## src/rtl/debug_run_ctrl.sv

```systemverilog
// debug_run_ctrl: UART-driven program loader and run/step/break sequencer for the DLX pipeline.
// After every run or step it reports the PC and the number of enabled cycles back over UART.
module debug_run_ctrl #(
  parameter int unsigned PC_W    = 6,
  parameter int unsigned CYC_W   = 32,
  parameter int unsigned IMEM_AW = 10
) (
  input  logic               clock,
  input  logic               reset,
  input  logic               rx_valid,
  input  logic [7:0]         rx_data,
  input  logic               tx_ready,
  output logic               tx_valid,
  output logic [7:0]         tx_data,
  input  logic               halt_detect,
  input  logic [PC_W-1:0]    pc_current,
  output logic               pipe_enable,
  output logic               imem_we,
  output logic [IMEM_AW-1:0] imem_addr,
  output logic [31:0]        imem_wdata,
  output logic               busy
);

  localparam logic [2:0] StIdle   = 3'd0;
  localparam logic [2:0] StLdCnt  = 3'd1;
  localparam logic [2:0] StLdData = 3'd2;
  localparam logic [2:0] StAck    = 3'd3;
  localparam logic [2:0] StRun    = 3'd4;
  localparam logic [2:0] StStep   = 3'd5;
  localparam logic [2:0] StReport = 3'd6;

  localparam logic [7:0] CmdLoad  = 8'h4C;
  localparam logic [7:0] CmdRun   = 8'h52;
  localparam logic [7:0] CmdStep  = 8'h53;
  localparam logic [7:0] CmdBreak = 8'h42;
  localparam logic [7:0] AckByte  = 8'h4B;

  localparam logic [CYC_W-1:0]   CycOne  = CYC_W'(1);
  localparam logic [IMEM_AW-1:0] AddrOne = IMEM_AW'(1);

  logic [2:0]         state_q, state_d;
  logic               halted_q, halted_d;
  logic [CYC_W-1:0]   cyc_q, cyc_d, cyc_inc;
  logic               en_q, en_d;
  logic [2:0]         cnt_q, cnt_d;
  logic [7:0]         words_q, words_d;
  logic [IMEM_AW-1:0] addr_q, addr_d;
  logic [31:0]        wdata_q, wdata_d;
  logic               we_q, we_d;
  logic [PC_W-1:0]    pc_snap_q, pc_snap_d;
  logic [CYC_W-1:0]   cyc_snap_q, cyc_snap_d;
  logic               enter_report;
  logic [31:0]        cyc32;

  // Counter saturates instead of wrapping so long runs never report a small count.
  assign cyc_inc = (en_q && (cyc_q != '1)) ? cyc_q + CycOne : cyc_q;

  always_comb begin
    state_d      = state_q;
    halted_d     = halted_q;
    cyc_d        = cyc_inc;
    cnt_d        = cnt_q;
    words_d      = words_q;
    addr_d       = we_q ? addr_q + AddrOne : addr_q;
    wdata_d      = wdata_q;
    we_d         = 1'b0;
    pc_snap_d    = pc_snap_q;
    cyc_snap_d   = cyc_snap_q;
    enter_report = 1'b0;

    case (state_q)
      StIdle: begin
        if (rx_valid) begin
          case (rx_data)
            CmdLoad: begin
              state_d  = StLdCnt;
              halted_d = 1'b0;
              cyc_d    = '0;
              addr_d   = '0;
            end
            CmdRun: begin
              if (halted_q) enter_report = 1'b1;
              else          state_d      = StRun;
            end
            CmdStep: begin
              if (halted_q) enter_report = 1'b1;
              else          state_d      = StStep;
            end
            default: ;
          endcase
        end
      end
      StLdCnt: begin
        if (rx_valid) begin
          cnt_d   = 3'd0;
          words_d = rx_data;
          state_d = (rx_data == 8'd0) ? StAck : StLdData;
        end
      end
      StLdData: begin
        if (rx_valid) begin
          wdata_d = {wdata_q[23:0], rx_data};
          if (cnt_q == 3'd3) begin
            cnt_d   = 3'd0;
            we_d    = 1'b1;
            words_d = words_q - 8'd1;
            if (words_q == 8'd1) state_d = StAck;
          end else begin
            cnt_d = cnt_q + 3'd1;
          end
        end
      end
      StAck: begin
        if (tx_ready) state_d = StIdle;
      end
      StRun: begin
        // Halt takes priority over a simultaneous break so the halted flag is never lost.
        if (halt_detect) begin
          halted_d     = 1'b1;
          enter_report = 1'b1;
        end else if (rx_valid && (rx_data == CmdBreak)) begin
          enter_report = 1'b1;
        end
      end
      StStep: begin
        if (halt_detect) halted_d = 1'b1;
        enter_report = 1'b1;
      end
      StReport: begin
        if (tx_ready) begin
          if (cnt_q == 3'd4) begin
            cnt_d   = 3'd0;
            state_d = StIdle;
          end else begin
            cnt_d = cnt_q + 3'd1;
          end
        end
      end
      default: state_d = StIdle;
    endcase

    // Snapshot includes the final enabled cycle that is being counted on this same edge.
    if (enter_report) begin
      state_d    = StReport;
      cnt_d      = 3'd0;
      pc_snap_d  = pc_current;
      cyc_snap_d = cyc_d;
    end
  end

  assign en_d = (state_d == StRun) || (state_d == StStep);

  always_ff @(posedge clock or negedge reset) begin
    if (!reset) begin
      state_q    <= StIdle;
      halted_q   <= 1'b0;
      cyc_q      <= '0;
      en_q       <= 1'b0;
      cnt_q      <= 3'd0;
      words_q    <= 8'd0;
      addr_q     <= '0;
      wdata_q    <= 32'd0;
      we_q       <= 1'b0;
      pc_snap_q  <= '0;
      cyc_snap_q <= '0;
    end else begin
      state_q    <= state_d;
      halted_q   <= halted_d;
      cyc_q      <= cyc_d;
      en_q       <= en_d;
      cnt_q      <= cnt_d;
      words_q    <= words_d;
      addr_q     <= addr_d;
      wdata_q    <= wdata_d;
      we_q       <= we_d;
      pc_snap_q  <= pc_snap_d;
      cyc_snap_q <= cyc_snap_d;
    end
  end

  assign cyc32 = 32'(cyc_snap_q);

  always_comb begin
    tx_data = 8'd0;
    if (state_q == StAck) begin
      tx_data = AckByte;
    end else if (state_q == StReport) begin
      case (cnt_q)
        3'd0:    tx_data = 8'(pc_snap_q);
        3'd1:    tx_data = cyc32[31:24];
        3'd2:    tx_data = cyc32[23:16];
        3'd3:    tx_data = cyc32[15:8];
        default: tx_data = cyc32[7:0];
      endcase
    end
  end

  assign tx_valid    = (state_q == StAck) || (state_q == StReport);
  assign pipe_enable = en_q;
  assign imem_we     = we_q;
  assign imem_addr   = addr_q;
  assign imem_wdata  = wdata_q;
  assign busy        = (state_q != StIdle);

endmodule

```

## config.mk

```make
export PLATFORM = sky130hd
export DESIGN_NAME = debug_run_ctrl
export DESIGN_NICKNAME = d
export VERILOG_FILES = /design/src/rtl/debug_run_ctrl.sv
export SDC_FILE = /design/constraint.sdc
export NUM_CORES = 1
export LEC_CHECK = 0
export ABC_AREA = 0
export CAP_MARGIN = 15
export CORE_MARGIN = 4
export CORE_UTILIZATION = 58
export CTS_BUF_LIST = sky130_fd_sc_hd__clkbuf_8
export CTS_CLUSTER_DIAMETER = 30
export DETAILED_ROUTE_END_ITERATION = 7
export PLACE_DENSITY = 0.87
export SLEW_MARGIN = 25
export SYNTH_ARGS = -nofsm -noshare
export SYNTH_HDL_FRONTEND = slang
export SYNTH_SLANG_ARGS = --single-unit
```

## constraint.sdc

```tcl
create_clock -name clock -period 3 [get_ports clock]
set_clock_uncertainty 0.05 [all_clocks]
set_input_delay 0.45 -clock clock [delete_from_list [all_inputs] [get_ports clock]]
set_output_delay 0.45 -clock clock [all_outputs]
set_load 0.01 [all_outputs]
```

Yosys cells after proc, flatten, opt, wreduce, memory -nomap -nowiden
Cells that the tools add are included.
{"block": "totals", "inputBits": 19, "wordCells": 108, "out_inout_bits": 54, "ff_bits": 129}
{"block": "classes", "n_reduce_logical": 17, "eq_ne": 27, "add_sub_neg": 4, "muxes": 49}
{"operator": "32-bit two-way mux", "n": 4}
{"operator": "3-bit two-way mux", "n": 17}
{"operator": "10-bit two-way mux", "n": 4}
{"operator": "8-bit two-way mux", "n": 5}
{"operator": "32-bit by 1-bit adder with 32-bit output (second input constant)", "n": 1}
{"operator": "8-bit by 7-bit == test with 1-bit output (second input constant)", "n": 4}
{"operator": "32-bit inequality test (second input constant)", "n": 1}
{"operator": "8-bit case mux with 4 select lines", "n": 1}
{"operator": "3-bit == test (second input constant)", "n": 6}
{"operator": "3-bit case mux with 3 select lines", "n": 2}
{"operator": "3-bit case mux with 6 select lines", "n": 1}
{"operator": "8-bit case mux with 2 select lines", "n": 1}
{"operator": "3-bit by 2-bit == test with 1-bit output (second input constant)", "n": 4}
{"operator": "1-bit two-way mux", "n": 12}
{"operator": "4-bit AND reduction", "n": 3}
{"operator": "10-bit by 1-bit adder with 10-bit output (second input constant)", "n": 1}
{"operator": "3-bit inequality test (second input constant)", "n": 3}
{"operator": "8-bit by 1-bit == test with 1-bit output (second input constant)", "n": 1}
{"operator": "8-bit zero test", "n": 1}
{"operator": "2-bit inequality test (second input constant)", "n": 4}
{"operator": "8-bit by 1-bit subtractor with 8-bit output (second input constant)", "n": 1}
{"operator": "3-bit by 1-bit == test with 1-bit output (second input constant)", "n": 2}
{"operator": "3-bit zero test", "n": 2}
{"operator": "2-bit by 1-bit inequality test with 1-bit output (second input constant)", "n": 2}
{"operator": "other kinds (10)", "n": 14}

Logic depth before layout (Yosys ltp)
Gate-level depths: netlist of the first run.
{"block": "depth", "ltp_word": 8, "depth_mapped": 8, "depth_no_buf": 7}

Worst setup path before layout of the first run
Ideal clock, no wire load.
{"block": "synth_path", "path_kind": "register to output", "startpoint": "reg cnt_q[0]", "endpoint": "out tx_data[6]", "stages_incl_launch_ff": 9, "setup_slack_ns": 0.318, "arrival_time_ns": 2.182, "path_buffers": 1, "cell_sequence": "dfrtp_1 > inv_1 > ha_1 > clkbuf_1 > or3_1 > a21oi_1 > a222oi_1 > or2_2 > a21oi_1"}
{"block": "synth_via", "elab_chain_cells": 4, "word_cells_on_any_way": 7, "cone_classes": "eq/ne: 3; mux: 3; reduce/logical: 1"}
{"element": "start: declaration", "line": "45", "source": "logic [2:0] cnt_q, cnt_d;"}
{"element": "start signal: assignment", "line": "171", "source": "cnt_q <= cnt_d;"}
{"element": "3-bit by 2-bit == test with 1-bit output, or another cell as far along", "line": "188", "source": "case (cnt_q)"}
{"element": "8-bit case mux with 4 select lines *", "line": "188"}
{"element": "8-bit two-way mux *", "line": "187", "source": "end else if (state_q == StReport) begin"}
{"element": "8-bit two-way mux *", "line": "185", "source": "if (state_q == StAck) begin"}
{"element": "end: declaration", "line": "14", "source": "output logic [7:0] tx_data,"}
Mark *: on every way between the ends. The rest lies on a longest branch, timed or not.

Worst setup path in the final report of the first run
{"block": "layout_path", "startpoint": "reg cnt_q[0]", "endpoint": "out tx_data[2]"}
The elaborated chain is that of the path after synthesis.

==> flow_summary.toml, run 1 <==
[final_layout]
area_growth_pct = 22.0
fillers = 737
drive_above_1_share = 0.158
final_cell_mix = "dfrtp_1, nor2_1, clkdlybuf4s50_1, nand2_1, o21ai_0"
num_antenna_cells = 0
final_nets = 742
layout_commonest_cell = "dfrtp_1"

[worst_setup_path]
start_kind = "flop"
cp_max_fo = 7
critPathRequiredTime_ns = 2.50
endpoint_kind = "primary output"
worst_ep_arrival_time_ns = 2.54
crit_type = "flop to primary output"

[logic_synthesis]
syn_area_mm2 = 0.00627
yosysWarnings = 0
synthCells = 632
synth.avg_cell_area_um2 = 9.92
synth_cell_types = 50
ys_ff_latch = 129
yosysSeqAreaShare = 0.515
synth_fp_nets = 661

[timing]
min_period_over_period = 1.01
setup_ws_ns = -0.0351
setup_viol = 3
clock.fmax_mhz = 329
slew_violations = 0
hold_ws_ns = -0.0133
rsz0062_at_grt = "true"
period_needed_ns = 3.04
tightest_slew_ns = 0.773
hold_viol = 4
fin_setup_tns_ns = -0.0618
slew_headroom = 0.480

[floorplan]
rows = 37
chipHeight_um = 112
coreArea_mm2 = 0.0104
ioPinCount = 73
fp.dieW_um = 112
start_util = 0.602
dieArea_mm2 = 0.0125

[pwr]
swShare = 0.406
p_clk_frac = 0.182
combPwrFrac = 0.424
power.switching_mw = 3.32
p_per_area_mw_per_mm2 = 1070
vdd_drop_max_mv = 0.608
seqPwrFrac = 0.394
internal-power_mw = 4.86
leakage_nw = 3.09

[detailed_routing]
ant_nets = 0
drtIter0Drc = 585
num_vias = 5464
routed_wl_mm = 16.4
drt_first_pass_iters = 6
viasPerCell = 6.34
avgRoutedWirePerCell_um = 19.0
drc = 0

[grt]
track_usage = 0.264
antenna_found_initial = 0
grt_max_degree = 55
grt_pass1_vias = 5439
grt_overflow_total = 0
grt_pass1_wl_mm = 26.8

[status]
outcome = "complete, but fails checks"
violations = "hold timing, setup timing"

[clock_network]
root_buffer = "clkbuf_8"
cts_made_buffers = 17
tritoncts = "done"
clockBufferDepth = 2
clock_latency_ns = 0.44
cts.reportedPaths.clkPinSlew_ns = 0.08
htreeDepth = 4
cts_num_sinks = 129
hold_buffers = 0

[worst_hold_path]
worstHoldPathType = "primary input to asynchronous set/reset pin"

[place]
dp.final_hpwl_mm = 11.2
place_congestion = 0.900
io_buffer_count = 72

[run]
drv_cap = 0
[power groups by stage]
stage	combinational (mW)	sequential (mW)	clock [mW]
2_1_floorplan	1.89	3.10	0
3_3_place_gp	3.14	3.15	0
3_5_place_dp	3.29	3.21	0
4_1_cts	3.36	3.20	1.51
5_1_grt	3.76	3.32	1.60
6_report	3.47	3.23	1.49
[worst paths after layout]
kind	slack (ns)	startpoint	depth (start not counted)	endpoint
hold reg to reg	0.44	cyc32[25]	2	cyc32[25]
max in group asynchronous	2.11	reset	2	imem_wdata[6]
setup reg to reg	0.50	cyc_q[4]	5	cyc32[27]
hold / removal	-0.01	reset	1	imem_addr[5]
setup / recovery	-0.04	cnt_q[0]	9	tx_data[2]
min in group clock	0.44	cyc32[25]	2	cyc32[25]
[layout make-up]
| class | instances | area [um2] | area share |
|---|---|---|---|
| sequential | 129 | 3230 | 0.422 |
| timing repair buffer | 93 | 885 | 0.116 |
| clock inverter | 15 | 161 | 0.0211 |
| tap | 136 | 170 | 0.0223 |
| inverter | 14 | 52.6 | 0.00687 |
| clock buffer | 17 | 234 | 0.0306 |
| multi-input combinational | 458 | 2910 | 0.381 |
[synthesized netlist by cell type, drive strengths merged]
library cell  count  share of area
dfrtp           129           0.52
nor2             65          0.039
nand2            53          0.032
o21ai            43          0.034
a21oi            41          0.033
mux2             32          0.057
clkbuf           29          0.017
or3              25          0.026
nand3            24          0.021
a31oi            22          0.022
nand4            16          0.016
inv              14         0.0084
nor4             11          0.011
ha               10          0.020
nor3             10         0.0088
xnor2            10          0.014
xor2              9          0.013
a222oi            8          0.013
and2              7         0.0070
a221oi            6         0.0084
a22oi             5         0.0060
nor3b             5         0.0060
or2               5         0.0050
a211oi            4         0.0048
a21o              4         0.0048
and3              4         0.0040
nand2b            4         0.0040
nor2b             4         0.0040
o211ai            4         0.0048
or4               4         0.0054
a22o              3         0.0042
and4              3         0.0042
o2bb2ai           3         0.0042
o31ai             3         0.0058
buf               2         0.0026
mux2i             2         0.0032
nand3b            2         0.0024
nor4b             2         0.0028
nand4b            1         0.0014
nor4bb            1         0.0016
o21a              1         0.0012
o22ai             1         0.0010
or3b              1         0.0014
[kinds of logic (layout without fill, tap and decap cells)]
logic type	count (synthesis)	count (layout)	synth area share
compound gates	148	148	0.147
fa+ha+maj	10	10	0.0200
mux	34	34	0.0607
flops	129	129	0.515
buf+inv	45	139	0.0283
simple gates	247	247	0.202
xor+xnor	19	19	0.0266
[routing by layer]
metal,wire length [um],global-route usage,share of wire
met1,6370,0.327,0.39
met2,8450,0.462,0.52
met3,1140,0.0543,0.069
met4,410,0.0873,0.025
met5,0,0,0
[timing repair]
action / CTS / global route
endpoints found under the hold margin: 0 / 0
gates resized for setup: 28 / 11
setup buffers: 4 / 3
endpoints found under the setup margin: 8 / 6
cloned: 0 / 0
pin swaps: 4 / 4
[critical path, cell delays in order, from the launching register on]
cell and delay, ns:
dfrtp_1 0.45, inv_2 0.06, ha_2 0.19, or3_4 0.38
a21oi_2 0.16, buf_6 0.15, buf_4 0.12, a221oi_1 0.07
nor2_1 0.21, dlygate4sd2_1 0.31
[stage by stage]
stage / cells / util / power, mW / setup WS (ns) / instance area [um2]
final: 862 / 0.734 / 8.18 / -0.0351 / 7640
after global routing: 862 / 0.734 / 8.68 / -0.0752 / 7640
after CTS: 859 / 0.730 / 8.07 / -0.0125 / 7600
after detailed placement: 823 / 0.690 / 6.50 / 0.0204 / 7180
after global placement: 823 / 0.690 / 6.28 / 0.104 / 7180
after floorplan: 632 / - / 4.99 / 0.318 / 6270
[registers in the layout, summed over array words and instances, names as in the netlist, 3 cells and up]
register    cells
cnt_q           3
cyc32          32
cyc_q          32
imem_addr      10
imem_wdata     32
pc_snap_q       6
state_q         3
words_q         8
No activity file was read; power rests on OpenSTA's default activity.
==> run 2, diff against run 1 <==
--- a/config.mk
+++ b/config.mk
@@ -8,11 +8,12 @@
 export ABC_AREA = 0
 export CAP_MARGIN = 15
 export CORE_MARGIN = 4
-export CORE_UTILIZATION = 58
+export CORE_UTILIZATION = 25
 export CTS_BUF_LIST = sky130_fd_sc_hd__clkbuf_8
 export CTS_CLUSTER_DIAMETER = 30
 export DETAILED_ROUTE_END_ITERATION = 7
-export PLACE_DENSITY = 0.87
+export MAX_ROUTING_LAYER = met4
+export PLACE_DENSITY = 0.47
 export SLEW_MARGIN = 25
 export SYNTH_ARGS = -nofsm -noshare
 export SYNTH_HDL_FRONTEND = slang
==> flow_summary.toml, run 2 (synthesis gave the netlist of run 1 again) <==
[status]
outcome = "finished, final reports clean"

[clock_network]
clock_latency_ns = 0.45
cts_made_buffers = 17
clockBufferDepth = 2
root_buffer = "clkbuf_8"
tritoncts = "done"
cts.reportedPaths.clkPinSlew_ns = 0.08
htreeDepth = 4
cts_num_sinks = 129

[grt]
grt_max_degree = 56
grt_overflow_total = 0
track_usage = 0.135
grt_pass1_wl_mm = 28.7
antenna_found_initial = 0
grt_pass1_vias = 5001

[pwr]
vdd_drop_max_mv = 0.331
leakage_nw = 3.12
p_per_area_mw_per_mm2 = 1020
total_power_mw = 8.14

[floorplan]
coreArea_mm2 = 0.0245
chipHeight_um = 166
rows = 57
fp.dieW_um = 166
dieArea_mm2 = 0.0277
start_util = 0.256
ioPinCount = 73

[final_layout]
fillers = 2519
drive_above_1_share = 0.160
num_antenna_cells = 0
multi_input_area_mm2 = 0.00291
final_cell_mix = "dfrtp_1, nor2_1, clkdlybuf4s50_1, nand2_1, o21ai_0"
layout.cells.non_filler = 1054
area_growth_pct = 26.9
layout_commonest_cell = "dfrtp_1"
regArea_mm2 = 0.00323
final_nets = 746

[worst_setup_path]
cp_top_family = "simple AND/OR/NAND/NOR gates"
cp_max_fo = 5
worstPathCellList = "inv_2, ha_2, or3_4, a21oi_2, buf_4, a222oi_1, or2_2, a21oi_1, buf_2"
critPathRequiredTime_ns = 2.50
path_buf_inv = 3
crit_type = "flop to primary output"
start_kind = "flop"
critPathSlowestCell = "dfrtp_1"
endpoint_kind = "primary output"
worst_ep_arrival_time_ns = 2.37
cp_slowest_stage_delay_ns = 0.40

[detailed_routing]
num_vias = 5027
drc = 0
drtIter0Drc = 462
viasPerCell = 4.77
avgRoutedWirePerCell_um = 16.5
routed_wl_mm = 17.4
ant_nets = 0
drt_first_pass_iters = 7

[worst_hold_path]
worstHoldPathType = "flop to flop"

[place]
place_inst = 1020
place_congestion = 0.817
dp.final_hpwl_mm = 12.5
io_buffer_count = 72

[timing]
fin_setup_tns_ns = 0
min_period_over_period = 0.958
hold_viol = 0
rsz0062_at_grt = "true"
slew_headroom = 0.452
tightest_slew_ns = 0.820
period_needed_ns = 2.87
setup_viol = 0
clock.fmax_mhz = 348
slew_violations = 0

[run]
drv_cap = 0
## run 2: per-layer routing
layer  share of wire  global-route usage
met1            0.47               0.177
met2            0.48               0.209
met3           0.045              0.0290
met4          0.0095              0.0427
met5               0                   -
## run 2: cell type report
class / instances / area share
Multi-Input combinational cell: 458 / 0.366
Inverter: 14 / 0.00661
Tap cell: 324 / 0.0510
Sequential cell: 129 / 0.406
Clock buffer: 17 / 0.0294
Clock inverter: 15 / 0.0217
Timing Repair Buffer: 97 / 0.119
## run 2: worst register-to-register path: stages, from the launching register on
cell and delay, ns:
dfrtp_1 0.42, nand4_1 0.20, or4_4 0.67, nor3_2 0.52, o21ai_0 0.24, a31oi_1 0.18
## run 2: final timing paths
check / start / slack, ns / end / cells past startpoint
worst max-delay path: cnt_q[0] / 0.13 / tx_data[6] / 9
worst min register to register: cyc32[18] / 0.44 / cyc32[18] / 2
worst max register to register: cyc_q[12] / 0.65 / cyc32[13] / 5
worst min-delay path: cyc32[18] / 0.44 / cyc32[18] / 2
max in group asynchronous: reset / 1.70 / cyc_q[31] / 3
min in group asynchronous: reset / 0.46 / imem_addr[5] / 2
## run 2: report_power, final
group	internal, mW	switching [mW]
logic	1.69	1.72
registers	2.47	0.699
clock network	0.765	0.792
total	4.92	3.21
## run 2: repair_timing
item	CTS	global route
pin swaps	1	4
hold endpoints to repair	51	0
endpoints found under the setup margin	8	8
hold buffers	1	0
gates resized for setup	23	13
setup buffers	1	0
## run 2: metrics by stage
| step | cell area, um2 | worst slack [ns] | hold WS, ns | utilization |
|---|---|---|---|---|
| after floorplan | 6270 | 0.318 | 0.104 | - |
| after global placement | 7520 | 0.0683 | 0.393 | 0.307 |
| after detailed placement | 7520 | 0.0598 | 0.394 | 0.307 |
| after CTS | 7910 | 0.00113 | 0.443 | 0.323 |
| after global routing | 7950 | -0.0157 | 0.449 | 0.325 |
| final | 7950 | 0.127 | 0.444 | 0.325 |
==> edit (config.mk and constraints of run 2) <==
Make the reset (`reset`) synchronous in one clocked block.
--- a/src/rtl/debug_run_ctrl.sv
+++ b/src/rtl/debug_run_ctrl.sv
@@ -150,7 +150,7 @@
 
   assign en_d = (state_d == StRun) || (state_d == StStep);
 
-  always_ff @(posedge clock or negedge reset) begin
+  always_ff @(posedge clock) begin
     if (!reset) begin
       state_q    <= StIdle;
       halted_q   <= 1'b0;
Check against the original RTL: differs if reset is asserted again (counterexample within 4 cycles, from zero or initial values and one cycle with reset low); with reset held inactive, the same outputs for 4 cycles.
==> edit against run 2 <==
Cell count up 4.5%; synthesized area fell by 7.0%; sequential cell count unchanged; design area shrank 4.8%; highest routed layer unchanged; wire length is 4.6% lower; count of clock-buffer cells in the layout is the same; register-to-register slack lost 0.38 ns; global-route usage decreased by 0.053 points; sequential share of layout area is 6.4 points lower; setup slack lost 0.066 ns; die area down 6.7%.
Power is not compared: it rests on default switching activity, and its combinational part moved more than twofold at a synthesized area within 25%.
==> edit: results <==
group,metric,value,unit
place,dp_cells,1066,
power_and_ir_drop,ir_drop,0.236,mV
yosys,syn-num-nets,710,
critical_path,cp.arrival,2.44,ns
yosys,yosys_most_used_dff,"dfxtp_1",
yosys,postSynth.asyncResetShare,0,%
cells_and_area,drive_gt1_share,13.6,%
critical_path,worst-r2r-setup-slack,0.27,ns
yosys,seq_area_frac_synth,44.3,%
global_route,grt_pass1_vias,4971,
global_route,antenna_found_initial,0,
clock_tree,cts.root.buffer_cell,"clkbuf_8",
cells_and_area,n_antenna_cell,0,
yosys,synth_common_cells,"129 x dfxtp_1, 104 x nand2_1, 59 x nor2_1, 36 x a21boi_0, 32 x a21oi_1",
min_path,holdCritPathClass,"in -> reg",
cells_and_area,fill_cells,2407,
global_route,grt_max_degree,51,
clock_tree,cts_buffers,17,
critical_path,crit_fanout,5,
clock_tree,worstSkewPairLatency,0.43,ns
yosys,synthDistinctLibCells,61,
yosys,synth_area_leaders,"dfxtp_1 44%, nand2_1 6.7%, a21boi_0 4.6%",
critical_path,max_stage_delay,0.53,ns
routing,drt-total-wl,16600,um
clock_tree,clockBufferDepth,2,
routing,first_iter_violations,363,
routing,vias_per_cell,4.73,
routing,route.vias.total,5213,
outcome,status,"complete, no violations",
place,gp_congestion,0.803,
place,dp_hpwl,12000,um
critical_path,crit_family,"compound AO/OA/AOI/OAI gates",
yosys,synth_warnings,0,
sta,whs,0.308,ns
sta,slew_headroom,56.1,%
power_and_ir_drop,p_leak,2.76,nW
global_route,grt_pass1_wl,27200,um
cells_and_area,nNetsFinal,806,
yosys,synthCells,681,
critical_path,slowest_stage,"a222oi_1",
routing,firstDrtPassIters,8,
global_route,grt_use_total,13.4,%
edit: cell types whose count changed in the layout (fill, tap and decap cells not counted), moves of 8 or more:
cell,run 2,this run
buf_4,19,42
nand3_1,23,12
nor2b_1,4,12
dfrtp_1,129,0
o22a_1,0,26
o21ai_0,41,25
nand2_1,53,104
a31oi_1,22,12
mux2_2,32,0
dfxtp_1,0,127
a21boi_0,0,36
edit: per-layer routing:
layer	up-vias	global-route usage (%)	wire length, um
li1	2665	-	-
met1	2434	19.2	8670
met2	99	19.1	7050
met3	15	2.57	731
met4	0	3.99	192
met5	-	-	0
edit: worst paths after layout:
| check | start | depth (start not counted) | end |
|---|---|---|---|
| max | cnt_q[0]$_SDFFE_PP0P_ | 10 | tx_data[6] |
| min | reset | 2 | state_q[2]$_SDFF_PN0_ |
| max reg2reg | cyc_q[10]$_SDFF_PN0_ | 6 | cyc32[31]$_SDFFE_PN0P_ |
| min reg2reg | imem_wdata[26]$_SDFFE_PN0P_ | 2 | imem_wdata[26]$_SDFFE_PN0P_ |
edit: kinds of logic after synthesis:
kind of cell	share of synthesized area, %
adders and majority gates	2.15
muxes	1.37
and+or+nand+nor	23.7
AOI/OAI and AO/OA	23.0
xor gates and xnor gates	1.95
DFF	44.3
buffers and inverters	3.54
edit: layout make-up:
type                       instances  area share, %
clock inverter                    13           2.17
clock buffer                      17           3.09
sequential                       129           34.2
multi-input combinational        500           40.9
timing repair buffer             116           13.8
inverter                          13          0.678
tap                              313           5.17
edit: timing repair:
action                                  in CTS  in global routing
resized for setup                           18                 16
buffers inserted                             4                  1
endpoints found under the setup margin       8                  8
endpoints found under the hold margin        0                  0
hold buffers                                 0                  0
pin swaps                                    5                  7
edit: where the power goes:
group | switching [mW] | internal, mW | leakage [nW]
registers | 0.00698 | 1.72 | 1.04
logic | 0.0784 | 0.0714 | 1.53
clock network | 0.713 | 0.813 | 0.186
edit: through the flow:
step,setup WS [ns],instance area [um^2]
floorplan,0.541,5830
global placement,0.0577,7110
detailed placement,0.0624,7110
CTS,-0.130,7530
global route,-0.0505,7570
finish,0.0614,7570
